## src/rtl/audio_mix_sequencer.sv

```systemverilog
// Time-multiplexed stereo mixer: snapshots 8 sources each sample period, runs 16 MAC
// steps through one shared multiplier and emits saturated 16-bit L/R samples.
module audio_mix_sequencer #(
    parameter int DECIM    = 512,
    parameter int GAIN_W   = 6,
    parameter int RST_GAIN = 16
) (
    input  logic              clk24,
    input  logic              reset,
    input  logic [63:0]       src_bus,
    input  logic              cfg_we,
    input  logic [3:0]        cfg_addr,
    input  logic [GAIN_W-1:0] cfg_data,
    input  logic              mute,
    output logic [15:0]       out_l,
    output logic [15:0]       out_r,
    output logic              out_valid,
    output logic              busy
);
    localparam int CNT_W  = (DECIM > 2) ? $clog2(DECIM) : 1;
    localparam int PROD_W = 8 + GAIN_W;
    localparam logic [CNT_W-1:0]  DEC_LAST  = CNT_W'(DECIM - 1);
    localparam logic [GAIN_W-1:0] GAIN_INIT = GAIN_W'(RST_GAIN);

    typedef enum logic [1:0] {
        ST_IDLE = 2'd0,
        ST_MAC  = 2'd1,
        ST_DONE = 2'd2
    } state_t;

    state_t              state_r;
    state_t              state_next_s;
    logic [CNT_W-1:0]    dec_r;
    logic                tick_s;
    logic [GAIN_W-1:0]   shadow_r [16];
    logic [GAIN_W-1:0]   active_r [16];
    logic [7:0]          snap_r [8];
    logic [3:0]          step_r;
    logic [16:0]         acc_l_r;
    logic [16:0]         acc_r_r;
    logic [PROD_W-1:0]   product_s;

    function automatic logic [15:0] sat16(input logic [16:0] v);
        if (v[16]) begin
            sat16 = 16'hFFFF;
        end else begin
            sat16 = v[15:0];
        end
    endfunction

    assign tick_s    = (dec_r == {CNT_W{1'b0}});
    // Even steps use the left gain of source k>>1, odd steps the right gain.
    assign product_s = snap_r[step_r[3:1]] * active_r[{step_r[0], step_r[3:1]}];

    // Free-running sample-period counter.
    always_ff @(posedge clk24) begin
        if (reset) begin
            dec_r <= {CNT_W{1'b0}};
        end else if (dec_r == DEC_LAST) begin
            dec_r <= {CNT_W{1'b0}};
        end else begin
            dec_r <= dec_r + CNT_W'(1);
        end
    end

    // Shadow gains take every write; active gains copy at the tick with write-through.
    always_ff @(posedge clk24) begin
        if (reset) begin
            for (int i = 0; i < 16; i++) begin
                shadow_r[i] <= GAIN_INIT;
                active_r[i] <= GAIN_INIT;
            end
        end else begin
            if (cfg_we) begin
                shadow_r[cfg_addr] <= cfg_data;
            end
            if (tick_s) begin
                for (int i = 0; i < 16; i++) begin
                    active_r[i] <= (cfg_we && (cfg_addr == 4'(i))) ? cfg_data : shadow_r[i];
                end
            end
        end
    end

    // Source snapshot taken once per sample period.
    always_ff @(posedge clk24) begin
        if (reset) begin
            for (int i = 0; i < 8; i++) begin
                snap_r[i] <= 8'd0;
            end
        end else if (tick_s && (state_r == ST_IDLE)) begin
            for (int i = 0; i < 8; i++) begin
                snap_r[i] <= src_bus[8*i +: 8];
            end
        end else begin
            for (int i = 0; i < 8; i++) begin
                snap_r[i] <= snap_r[i];
            end
        end
    end

    // Next-state logic.
    always_comb begin
        state_next_s = state_r;
        case (state_r)
            ST_IDLE: begin
                if (tick_s) begin
                    state_next_s = ST_MAC;
                end else begin
                    state_next_s = ST_IDLE;
                end
            end
            ST_MAC: begin
                if (step_r == 4'd15) begin
                    state_next_s = ST_DONE;
                end else begin
                    state_next_s = ST_MAC;
                end
            end
            ST_DONE: state_next_s = ST_IDLE;
            default: state_next_s = ST_IDLE;
        endcase
    end

    // State register, MAC datapath and registered outputs.
    always_ff @(posedge clk24) begin
        if (reset) begin
            state_r   <= ST_IDLE;
            step_r    <= 4'd0;
            acc_l_r   <= 17'd0;
            acc_r_r   <= 17'd0;
            out_l     <= 16'd0;
            out_r     <= 16'd0;
            out_valid <= 1'b0;
            busy      <= 1'b0;
        end else begin
            state_r   <= state_next_s;
            busy      <= (state_next_s != ST_IDLE);
            out_valid <= 1'b0;
            case (state_r)
                ST_IDLE: begin
                    if (tick_s) begin
                        step_r  <= 4'd0;
                        acc_l_r <= 17'd0;
                        acc_r_r <= 17'd0;
                    end
                end
                ST_MAC: begin
                    step_r <= step_r + 4'd1;
                    if (step_r[0]) begin
                        acc_r_r <= acc_r_r + 17'(product_s);
                    end else begin
                        acc_l_r <= acc_l_r + 17'(product_s);
                    end
                end
                ST_DONE: begin
                    out_valid <= 1'b1;
                    out_l     <= mute ? 16'd0 : sat16(acc_l_r);
                    out_r     <= mute ? 16'd0 : sat16(acc_r_r);
                end
                default: begin
                    step_r <= 4'd0;
                end
            endcase
        end
    end
endmodule

```

## config.mk

```make
export PLATFORM = sky130hd
export DESIGN_NAME = audio_mix_sequencer
export DESIGN_NICKNAME = d
export VERILOG_FILES = /design/src/rtl/audio_mix_sequencer.sv
export SDC_FILE = /design/constraint.sdc
export NUM_CORES = 1
export LEC_CHECK = 0
export CAP_MARGIN = 30
export CORE_UTILIZATION = 39
export DETAILED_ROUTE_END_ITERATION = 8
export DONT_BUFFER_PORTS = 1
export GPL_ROUTABILITY_DRIVEN = 0
export HOLD_SLACK_MARGIN = 0.08
export PLACE_DENSITY = 0.6
export SYNTH_ARGS = -nofsm -noshare
export SYNTH_HDL_FRONTEND = slang
export SYNTH_SLANG_ARGS = --single-unit
export TNS_END_PERCENT = 100
```

## constraint.sdc

```tcl
create_clock -name clk24 -period 8.15 [get_ports clk24]
set_input_delay 0.815 -clock clk24 [delete_from_list [all_inputs] [get_ports clk24]]
set_output_delay 0.815 -clock clk24 [all_outputs]
set_load 0.05 [all_outputs]
```

==> out/results.txt <==
Worst-path fanout max: 16
Total power: 0.004859 W
Post-CTS Setup Inserts: 0
Outcome: complete, no violations
Seq/Total Area, Yosys: 53.64%
Clk sinks: 343
CP bufs+invs: 2
Initial DRC count: 848
Critical path's most frequent cell: fa_1
Cell variety after synth: 64
# DRC: 0
Ys async rst share: 0%
CP Data Arrival Time: 7.81 ns
Routed Antenna Nets: 0
Synth Warn #: 0
Rel. slew slack: 31.52%
WS Path Type: reg2reg
Worst path required time: 8.60 ns
Final wirelength: 42710 um
Initial antenna violation count: 0
Unrepaired setup endpoints after global routing: false
Via Count: 11726
Dominant synthesized flop cell: edfxtp_1
Worst min path class: in2reg
Die width: 212.5 um
GRT Util Overall: 19.17%
# nets final: 1749
N_diodes: 0
CTS tree: done
Largest net degree at the start of global routing: 119
Clk buf depth: 3
Num CTS Buffers: 39
Die Ht: 212.5 um
Port buffer count: 0
Post-synth EDFFs: 240
Congestion Overflow GR: 0
Measured slew at the worst slew-check pin: 1.023 ns
DP HPWL: 29570 um
Final period util: 90.25%
Starting Density: 39.85%
Biggest cell delay along the critical path: 0.73 ns
Critical Path Start Type: register
Crit path cell chain: buf_4, mux4_2, mux2_2, o21ai_1, or2_2, fa_1, fa_1, fa_1, inv_1, ha_1, a211oi_1, nor2_1, or4_1, a41o_1, a21oi_1, xnor2_1, ha_1, o2111ai_1, o21ai_0, nand4_1, mux2_2
Max Fclk: 136.0 MHz
Reg2Reg Capture Point: acc_l_r[16]
Cell Count, Final, Fillers Out: 2201
H-Tree Depth: 2
WL/cell: 19.40 um
Worst setup endpoint: acc_l_r[16]
Synthesized area: 17280 sq um
DRT Pass-1 Iters: 5
Hold Fails Final Rpt: 0
CP max stage cell: dfxtp_2
Synthesis-stage register bit count: 343
# setup viols final: 0
Worst R2R Setup Slack: 0.79 ns
Cts hold-fix bufs: 0
Final Slew Violations: 0
Fraction of layout cells with a size suffix above 1: 9.158%
Cells after Synth: 1624
Fillers: 4075
Die area: 45150 sq um
Layout Skew: 0.03170 ns
Fin crit period: 7.355 ns
Pwr/cell area: 255.6 nW/um^2
Clk Latency, worst-skew pair: 0.56 ns
Max cap viols: 0
Syn_nets: 1783
VDD IR max: 0.1662 mV
Area growth syn-to-layout: 10.04%
Crit. path cell count: 21
Hold Slack: 0.3728 ns
Leak: 7.205 nW
Post-CTS Resized: 0
Cell Rows: 76
CP delay by family, top: adder cells
Area of the core: 43360 sq um
Root buffer cell: clkbuf_16
# IOs: 112
First-pass GRT wire length: 66070 um
Clk slew on worst S/H paths: 0.06 ns
Reg2reg path depth: 21
Cells after DPL: 2134
Crit end category: register
Syn avg cell area: 10.64 sq um
Setup_tns: 0 ns
Drt via density: 5.328
Vias in the first global route: 11504
## through the flow
stage | setup WS (ns) | util (%) | instance area, sq um
after global routing | 0.3900 | 43.85 | 19010
after global placement | 0.9819 | 40.96 | 17760
after CTS | 0.7918 | 43.85 | 19010
after detailed placement | 0.8234 | 40.98 | 17770
after floorplan | 1.773 | - | 17280
final | 0.7947 | 43.85 | 19010
## routing by layer
metal / global-route usage, % / wire, um / share of wire, % / vias to the layer above
met5: 0 / 0 / 0 / -
met3: 2.910 / 1697 / 4.0 / 56
met1: 23.42 / 17580 / 41 / 5770
li1: - / - / - / 5639
met2: 34.37 / 22530 / 53 / 261
met4: 6.400 / 901 / 2.1 / 0
## cells in the final DEF (no fill, tap or decap), types with 5 or more instances in the layout
master	Yosys	layout
or2_2	15	15
nor3_1	41	41
o21ai_1	5	5
mux2i_1	14	14
a21o_1	39	39
and3_1	6	6
nand4_1	7	7
and2_1	83	83
o21ai_0	25	25
buf_4	2	12
or3_1	8	8
clkbuf_16	0	41
nor2_1	205	205
xor2_1	15	15
inv_1	52	52
nand2_1	215	215
ha_1	54	54
a211oi_1	7	7
mux2_2	8	8
edfxtp_1	240	240
xnor2_1	19	19
nand2b_1	34	32
clkbuf_1	73	12
dfxtp_1	103	101
fa_1	27	27
nor2b_1	8	8
nor4_1	7	7
nand3_1	36	36
o21a_1	12	12
a21oi_1	163	163
mux4_2	40	40
## kinds of logic after synthesis
| family | Yosys count | share of synthesized area (%) |
|---|---|---|
| mux | 62 | 6.546 |
| xor+xnor | 34 | 1.723 |
| simple gates | 688 | 18.59 |
| fa+ha+maj | 81 | 7.038 |
| flops | 343 | 53.64 |
| compound gates | 274 | 9.261 |
| buf+inv | 142 | 3.201 |
## sequential cells by signal (all words and copies together) (netlist names), named ones only
name	cells
out_l	16
out_r	16
busy	1
out_valid	1
acc_l_r	17
dec_r	9
state_r	2
active_r	96
acc_r_r	17
shadow_r	96
snap_r	64
step_r	4
## layout make-up
cell class                 instances  area, sq um  share of cell area [%]
timing repair buffer              14        100.1                  0.5264
clock buffer                      56         1112                   5.850
sequential                       343         9271                   48.76
tap                              585        732.0                   3.849
multi-input combinational       1139         7467                   39.27
clock inverter                    11        132.6                  0.6975
inverter                          53        198.9                   1.046
## power by group
part | leakage [nW] | switching, W | total (W) | internal, W
logic | 3.31 | 0.000618 | 0.00100 | 0.000385
registers | 3.29 | 0.0000761 | 0.00211 | 0.00203
clock network | 0.602 | 0.000706 | 0.00175 | 0.00104
total | 7.20 | 0.00140 | 0.00486 | 0.00346
## cells in the mapped netlist (2+ instances only)
cell type    n  share of area [%]
a211oi_1     7               0.30
a21o_1      39                1.7
a21oi_1    163                4.7
a31oi_1      4               0.14
and2_1      83                3.0
and3_1       6               0.22
buf_1        4              0.087
buf_2        8               0.23
buf_4        2              0.087
clkbuf_1    73                1.6
clkbuf_2     2              0.058
dfxtp_1    103                 12
edfxtp_1   240                 42
fa_1        27                3.1
ha_1        54                3.9
inv_1       52                1.1
mux2_2       8               0.52
mux2i_1     14               0.81
mux4_2      40                5.2
nand2_1    215                4.7
nand2b_1    34                1.2
nand3_1     36                1.0
nand3b_1     3               0.13
nand4_1      7               0.25
nor2_1     205                4.5
nor2_2       4               0.14
nor2b_1      8               0.29
nor3_1      41                1.2
nor3b_1      2              0.087
nor4_1       7               0.25
o211ai_1     2              0.087
o21a_1      12               0.52
o21ai_0     25               0.72
o21ai_1      5               0.14
o21bai_1     2              0.087
o31ai_1      4               0.17
or2_2       15               0.54
or3_1        8               0.29
or4_1        3               0.13
xnor2_1     19               0.96
xor2_1      15               0.76
## worst min path at each step
stage / from / end / cells past startpoint / slack (ns)
2_1_floorplan: dec_r[0] / dec_r[0] / 1 / 0.43
3_3_place_gp: snap_r[7][5] / snap_r[7][5] / 2 / 0.44
3_5_place_dp: snap_r[7][5] / snap_r[7][5] / 2 / 0.45
4_1_cts: reset / snap_r[7][5] / 1 / 0.33
5_1_grt: reset / snap_r[6][7] / 1 / 0.36
6_report: reset / snap_r[6][7] / 1 / 0.37
Note: power is estimated with default switching activity, not from simulation.
